<file path="config.mk">
export PLATFORM = sky130hd
export DESIGN_NAME = jk_mod_counter
export DESIGN_NICKNAME = d
export VERILOG_FILES = /design/src/rtl/jk_mod_counter_pkg.sv /design/src/rtl/jk_cell_ar.sv /design/src/rtl/jk_mod_counter.sv
export SDC_FILE = /design/constraint.sdc
export NUM_CORES = 1
export LEC_CHECK = 0
export ABC_AREA = 1
export BUFFER_PORTS_ARGS = -buffer_cell sky130_fd_sc_hd__buf_4
export CAP_MARGIN = 20
export CORE_ASPECT_RATIO = 0.8
export CORE_MARGIN = 3
export CORE_UTILIZATION = 34
export CTS_CLUSTER_SIZE = 10
export DETAILED_ROUTE_END_ITERATION = 10
export GPL_TIMING_DRIVEN = 0
export SETUP_SLACK_MARGIN = 0.5
export SLEW_MARGIN = 20
export SYNTH_ARGS = -nofsm -noshare
export SYNTH_HDL_FRONTEND = slang
export SYNTH_SLANG_ARGS = --single-unit
</file>
<file path="constraint.sdc">
create_clock -name clk -period 3.6 [get_ports clk]
set_input_delay 0 -clock clk [delete_from_list [all_inputs] [get_ports clk]]
set_output_delay 0 -clock clk [all_outputs]
set_load 0.02 [all_outputs]
</file>
<file path="src/rtl/jk_mod_counter_pkg.sv">
// Shared constants for the JK-based modulo counter: direction encoding and
// the terminal-value helper.
package jk_mod_counter_pkg;

  localparam logic DIR_UP   = 1'b1;
  localparam logic DIR_DOWN = 1'b0;

  // Highest legal count for a given modulo.
  function automatic int unsigned max_count(input int unsigned modulo);
    return modulo - 1;
  endfunction

endpackage

</file>
<file path="src/rtl/jk_cell_ar.sv">
// Single-bit JK storage cell with asynchronous active-high reset to 0.
module jk_cell_ar (
  input  logic clk,
  input  logic rst,
  input  logic j_i,
  input  logic k_i,
  output logic q_o
);

  always_ff @(posedge clk or posedge rst) begin
    if (rst) begin
      q_o <= 1'b0;
    end else begin
      unique case ({j_i, k_i})
        2'b00:   q_o <= q_o;
        2'b10:   q_o <= 1'b1;
        2'b01:   q_o <= 1'b0;
        default: q_o <= ~q_o;
      endcase
    end
  end

endmodule

</file>
<file path="src/rtl/jk_mod_counter.sv">
// Modulo-N up/down counter: computes the next state and drives it into a bank
// of JK cells as toggle-only excitation, plus terminal-count/load-error flags.
module jk_mod_counter
  import jk_mod_counter_pkg::*;
#(
  parameter int unsigned WIDTH  = 4,
  parameter int unsigned MODULO = 10
) (
  input  logic             clk,
  input  logic             rst,
  input  logic             en,
  input  logic             up,
  input  logic             load,
  input  logic [WIDTH-1:0] load_val,
  output logic [WIDTH-1:0] count,
  output logic [WIDTH-1:0] j_vec,
  output logic [WIDTH-1:0] k_vec,
  output logic             tc,
  output logic             load_err
);

  if (MODULO < 2 || 64'(MODULO) > (64'(1) << WIDTH)) begin : g_bad_modulo
    $error("jk_mod_counter: MODULO must satisfy 2 <= MODULO <= 2**WIDTH");
  end

  localparam logic [WIDTH-1:0] MaxVal = WIDTH'(max_count(MODULO));

  logic [WIDTH-1:0] nxt;
  logic [WIDTH-1:0] toggle;

  always_comb begin
    nxt      = count;
    load_err = 1'b0;
    if (load) begin
      // load_val >= MODULO is the same test as load_val > MaxVal at WIDTH bits
      if (load_val > MaxVal) begin
        nxt      = '0;
        load_err = 1'b1;
      end else begin
        nxt = load_val;
      end
    end else if (en) begin
      if (up == DIR_UP) begin
        nxt = (count == MaxVal) ? '0 : count + 1'b1;
      end else begin
        nxt = (count == '0) ? MaxVal : count - 1'b1;
      end
    end
  end

  // Only hold (00) and toggle (11) are ever issued to the cells.
  assign toggle = count ^ nxt;
  assign j_vec  = toggle;
  assign k_vec  = toggle;

  assign tc = en & ~load & (((up == DIR_UP) & (count == MaxVal)) |
                            ((up == DIR_DOWN) & (count == '0)));

  for (genvar i = 0; i < WIDTH; i++) begin : g_cell
    jk_cell_ar u_cell (
      .clk (clk),
      .rst (rst),
      .j_i (j_vec[i]),
      .k_i (k_vec[i]),
      .q_o (count[i])
    );
  end

endmodule

</file>
==> summary.txt, run 1 <==
Worst setup path
  – Startpoint Class: register
  – Worst Path Required: 3.60 ns
  – Setup CP Type: register to output port
  – Worst setup EP type: output port
  – Crit path arrival time: 2.05 ns
  – Max FO, Critical Path: 8

Cells and area
  – Most flops, register: g_cell.u_cell.q_o
  – Regs by FF count: g_cell.u_cell.q_o x4
  – # diodes: 0
  – Layout area overhead: 33.5%
  – Layout cell share with drive strength beyond 1: 39.8%
  – Max reg flops: 4
  – Final nets: 147
  – Util after Layout: 50.8%

Clock network
  – CTS tree: built
  – Clk Latency, worst-skew pair: 0.23 ns
  – Max Buffers Root-to-Sink: 2
  – CTS Sinks: 4
  – H-tree depth reported by CTS: 1
  – CTS clock-pin slew for the worst setup and hold paths: 0.04 ns
  – Resize count post-CTS: 0
  – Total CTS buffers: 3
  – Clk root buf: clkbuf_4

Timing
  – Worst-margin pin slew: 0.323 ns
  – F_max: 488 MHz
  – Layout Skew: 0.00189 ns
  – Worst slew margin: 78.5%
  – Final Cycle Share: 56.9%
  – Crit path time final: 2.05 ns
  – Endpoints failing hold: 0
  – Hold slack: 0.0870 ns
  – Final Setup Violations: 0
  – Setup TNS: 0 ns
  – RSZ-0062 raised after global routing: false
  – Slew Limit Fails: 0

Place
  – HPWL Detailed: 1190 um
  – RePlAce Congestion: 0.795
  – # port buffers: 21

Drt
  – 1st-pass router iterations: 4
  – Drt first-iter violations: 17
  – Vias/cell: 4.34
  – Via count: 672
  – DRC viols: 0
  – WL final: 1460 um
  – Detail Route Antenna Nets: 0
  – DR WL/cell: 9.43 um

Floorplanning
  – Initial Util: 38.0%
  – IO Pins: 23
  – Die Span X: 54.9 um
  – Core Area: 0.00171 mm^2
  – Die Y: 45.1 um
  – Row Count: 13
  – Die area: 0.00247 mm^2

Power and ir drop
  – PwrDens: 344 mW/mm^2
  – Peak supply drop: 146 uV
  – Pleak: 0.516 nW

Synth
  – Leading area contributor after synthesis: dfrtp_1
  – Avg Inst Size Synth: 6.01 um^2
  – Largest cells by area after synthesis: dfrtp_1 (15%), nand2_1 (15%), buf_4 (14%), inv_1 (9.8%), nand2_2 (7.7%)
  – Seq/Total Area, Yosys: 15.4%
  – Register bit total from synthesis: 4
  – Share of the synthesized area in the top cell type: 15.4%
  – Mapped cell area: 649 um^2
  – Post-synth cell types: 19
  – Synth warnings: 0
  – Syn Nets: 120
  – Mapped Cells: 108

Min path
  – Hold crit path type: primary input to register

Run
  – Max-Cap Viols: 0

Status
  – Outcome: finished, final reports clean

GRT
  – Largest net degree at the start of global routing: 11
  – GRT Resource Usage Total: 13.6%
  – First-pass GRT wire length: 2490 um
  – Initial antenna violation count: 0
  – Number of global-route vias before repair: 616
  – GRT overflow: 0
==> critical path, cell delays in order (launching register included) <==
cell and delay (ns):
dfrtp_1 0.52, inv_1 0.17, ha_1 0.29, nor2_1 0.12
nand2_1 0.06, nand2_1 0.05, nor2_1 0.04, nand2_1 0.07
nand2_2 0.06, nand2_2 0.07, nand2_1 0.05, nand2_1 0.09
buf_4 0.10, buf_4 0.12
==> cell usage in the layout, fill, tap and decap left out, drive strengths merged <==
| cell | n |
|---|---|
| nor2 | 11 |
| ha | 3 |
| dlygate4sd3 | 1 |
| nand2 | 34 |
| buf | 35 |
| inv | 19 |
| o31ai | 1 |
| o21ai | 1 |
| dfrtp | 4 |
| nand4 | 2 |
| a21oi | 5 |
| or2 | 1 |
| nor3 | 3 |
| clkbuf | 3 |
| nand3 | 10 |
==> metrics by stage <==
stage | instances | power, W | worst slack (ns) | instance area [um^2]
3_3_place_gp | 151 | 0.000244 | 1.79 | 835
6_report | 155 | 0.000298 | 1.55 | 867
3_5_place_dp | 151 | 0.000246 | 1.78 | 835
4_1_cts | 155 | 0.000303 | 1.51 | 867
2_1_floorplan | 108 | 0.000188 | 2.17 | 649
5_1_grt | 155 | 0.000323 | 1.38 | 867
==> layer usage <==
metal	vias to the layer above	routed length, um	global-route usage (%)
met5	-	0	0
met4	0	0	5.97
met3	0	101	0.990
met2	22	717	21.7
met1	281	642	18.7
li1	369	-	-
==> what timing repair did <==
item | 4_1_cts | 5_1_grt
buffers inserted | 0 | 0
hold endpoints to repair | 4 | 0
hold buffers | 1 | 0
==> report_power, final <==
part           internal [W]  leakage (nW)  switching [W]
clock network     0.0000372        0.0138      0.0000165
logic             0.0000872         0.454      0.0000953
registers         0.0000504        0.0488      0.0000118
total              0.000175         0.516       0.000124
==> path summary, 6_finish.rpt <==
path | cells after the start | slack [ns] | endpoint | startpoint
max | 13 | 1.55 | j_vec[1] | g_cell[0].u_cell.q_o$_DFFE_PP0P_
min | 4 | 0.09 | g_cell[3].u_cell.q_o$_DFFE_PP0P_ | load
max reg2reg | 10 | 1.99 | g_cell[1].u_cell.q_o$_DFFE_PP0P_ | g_cell[0].u_cell.q_o$_DFFE_PP0P_
min reg2reg | 4 | 0.81 | g_cell[3].u_cell.q_o$_DFFE_PP0P_ | g_cell[3].u_cell.q_o$_DFFE_PP0P_
max in group asynchronous | 3 | 3.25 | g_cell[1].u_cell.q_o$_DFFE_PP0P_ | rst
min in group asynchronous | 3 | 0.20 | g_cell[2].u_cell.q_o$_DFFE_PP0P_ | rst
==> cell usage after synthesis <==
| cell type | instances |
|---|---|
| nand3_2 | 1 |
| nor3_1 | 3 |
| o21ai_0 | 1 |
| o31ai_1 | 1 |
| buf_6 | 2 |
| nor2_4 | 1 |
| inv_2 | 2 |
| nand3_1 | 9 |
| inv_1 | 17 |
| dfrtp_1 | 4 |
| nand4_1 | 2 |
| ha_1 | 3 |
| buf_4 | 12 |
| or2_2 | 1 |
| a21oi_1 | 5 |
| nand2_2 | 8 |
| nor2_2 | 2 |
| nor2_1 | 8 |
| nand2_1 | 26 |
==> cell families (layout without fill, tap and decap cells) <==
kind of cell	Yosys count	count (layout)	synth area share, %
and+or+nand+nor	61	61	44.7
buffers and inverters	33	58	28.3
AOI/OAI and AO/OA	7	7	5.78
DFF	4	4	15.4
adders and majority gates	3	3	5.78
==> area by class of cell <==
cell class                 count  area, um^2
fill                         183         841
multi-input combinational     71         365
timing repair buffer          22         168
buffer                        14         113
sequential                     4         100
inverter                      19        71.3
tap                           22        27.5
clock buffer                   3        22.5
(Power assumes the default switching activity.)
==> run 2, diff against run 1 <==
Clock period 3.6 ns to 1.9 ns, I/O delays scaled along.
==> summary.txt, run 2 (same netlist as run 1, synthesis figures left out) <==
Status
  – Outcome: finished, final reports clean

GRT
  – Number of global-route vias before repair: 602
  – Largest net degree at the start of global routing: 11
  – GRT Resource Usage Total: 14.7%
  – Initial antenna violation count: 0
  – GRT overflow: 0
  – First-pass GRT wire length: 2630 um

Worst setup path
  – Crit-path slowest cell: dfrtp_2
  – Worst Path Required: 1.90 ns
  – CP top delay family: simple AND/OR/NAND/NOR gates
  – Critical path's most frequent cell: nand2_2
  – CP Buf/Inv Count: 2
  – Worst path max stage delay: 0.46 ns
  – Crit path arrival time: 1.78 ns
  – Setup CP Type: register to output port
  – Worst setup EP type: output port
  – Max FO, Critical Path: 5
  – CP Cell Sequence: ha_4, or2_4, nand3_2, nand2_2, nand2_2, nand2_2, nand2_2, nand2_2, nand2_2, buf_6, buf_6
  – Startpoint Class: register

Cells and area
  – # diodes: 0
  – Regs by FF count: g_cell.u_cell.q_o x4
  – Layout area overhead: 60.7%
  – Commonest non-fill, non-tap cell in the layout: buf_4
  – Final nets: 156
  – Max reg flops: 4
  – Layout cell share with drive strength beyond 1: 57.7%
  – Most flops, register: g_cell.u_cell.q_o
  – Most frequent cells in the layout: buf_4 (31), nand2_1 (22), buf_6 (13)

Timing
  – F_max: 563 MHz
  – Crit path time final: 1.78 ns
  – Setup TNS: 0 ns
  – Slew Limit Fails: 0
  – Worst-margin pin slew: 0.206 ns
  – Endpoints failing hold: 0
  – Layout Skew: 0.00718 ns
  – Final Setup Violations: 0
  – Final Cycle Share: 93.5%
  – Worst slew margin: 86.2%
  – RSZ-0062 raised after global routing: true

Clock network
  – Clk root buf: clkbuf_4
  – H-tree depth reported by CTS: 1
  – CTS tree: built
  – CTS clock-pin slew for the worst setup and hold paths: 0.04 ns
  – Max Buffers Root-to-Sink: 2
  – Total CTS buffers: 3
  – CTS Sinks: 4
  – Clk Latency, worst-skew pair: 0.24 ns

Drt
  – WL final: 1590 um
  – Vias/cell: 4.40
  – Via count: 721
  – DR WL/cell: 9.70 um
  – DRC viols: 0
  – Detail Route Antenna Nets: 0
  – Drt first-iter violations: 24
  – 1st-pass router iterations: 4

Floorplanning
  – Initial Util: 38.0%
  – Die area: 0.00247 mm^2
  – IO Pins: 23
  – Row Count: 13
  – Die Span X: 54.9 um
  – Core Area: 0.00171 mm^2
  – Die Y: 45.1 um

Power and ir drop
  – PwrDens: 646 mW/mm^2
  – Total power: 0.000674 W
  – Pleak: 0.570 nW
  – Peak supply drop: 355 uV

Min path
  – Hold crit path type: primary input to register

Place
  – # port buffers: 21
  – RePlAce Congestion: 0.824
  – HPWL Detailed: 1200 um

Run
  – Max-Cap Viols: 0
## run 2: cell count changes in the layout (fill, tap and decap cells not counted), sizes merged
cell,delta
buf,+9
## run 2: worst paths after layout
path	from	cells after the start	end	slack, ns
min in group asynchronous	rst	3	g_cell[3].u_cell.q_o$_DFFE_PP0P_	0.20
max in group asynchronous	rst	3	g_cell[1].u_cell.q_o$_DFFE_PP0P_	1.53
max	g_cell[0].u_cell.q_o$_DFFE_PP0P_	11	j_vec[2]	0.12
min reg2reg	g_cell[3].u_cell.q_o$_DFFE_PP0P_	4	g_cell[3].u_cell.q_o$_DFFE_PP0P_	0.80
max reg2reg	g_cell[0].u_cell.q_o$_DFFE_PP0P_	9	g_cell[2].u_cell.q_o$_DFFE_PP0P_	0.47
min	load	4	g_cell[3].u_cell.q_o$_DFFE_PP0P_	0.08
## run 2: power by group
group / switching [W] / internal (W) / leakage, nW
logic: 0.000214 / 0.000234 / 0.510
clock network: 0.0000375 / 0.0000708 / 0.0138
registers: 0.0000210 / 0.0000966 / 0.0467
total: 0.000273 / 0.000402 / 0.570
## run 2: layer usage
layer / wire (um) / GRT usage, % / up-vias
met1: 774 / 19.8 / 307
met2: 699 / 23.6 / 22
met5: 0 / 0 / -
met3: 94 / 1.65 / 2
met4: 23 / 5.97 / 0
li1: - / - / 390
## run 2: repair_timing
action	in CTS	in global routing
pin swaps	12	8
endpoints found under the setup margin	11	12
hold buffers	1	0
gates resized for setup	22	7
endpoints found under the hold margin	4	0
buffers inserted	8	1
## run 2: worst min-delay path: cells and delay by family
family | cells | cell delay (ns)
buffers and inverters | 1 | 0.11
and+or+nand+nor | 3 | 0.16
## run 2: layout make-up
type,count,area [um^2]
Fill cell,166,664
Tap cell,22,27.5
Timing Repair Buffer,31,269
Buffer,14,120
Sequential cell,4,103
Multi-Input combinational cell,71,425
Inverter,19,76.3
Clock buffer,3,22.5
## run 2: per-stage QoR
step	std cells	area, um^2	worst slack, ns	hold slack [ns]	utilization (%)
after global placement	151	858	0.240	-0.101	50.3
final	164	1040	0.124	0.0765	61.1
after CTS	163	1020	0.119	0.0567	59.7
after floorplan	108	673	0.486	-0.234	-
after global routing	164	1040	0.0146	0.0979	61.1
after detailed placement	151	858	0.219	-0.103	50.3
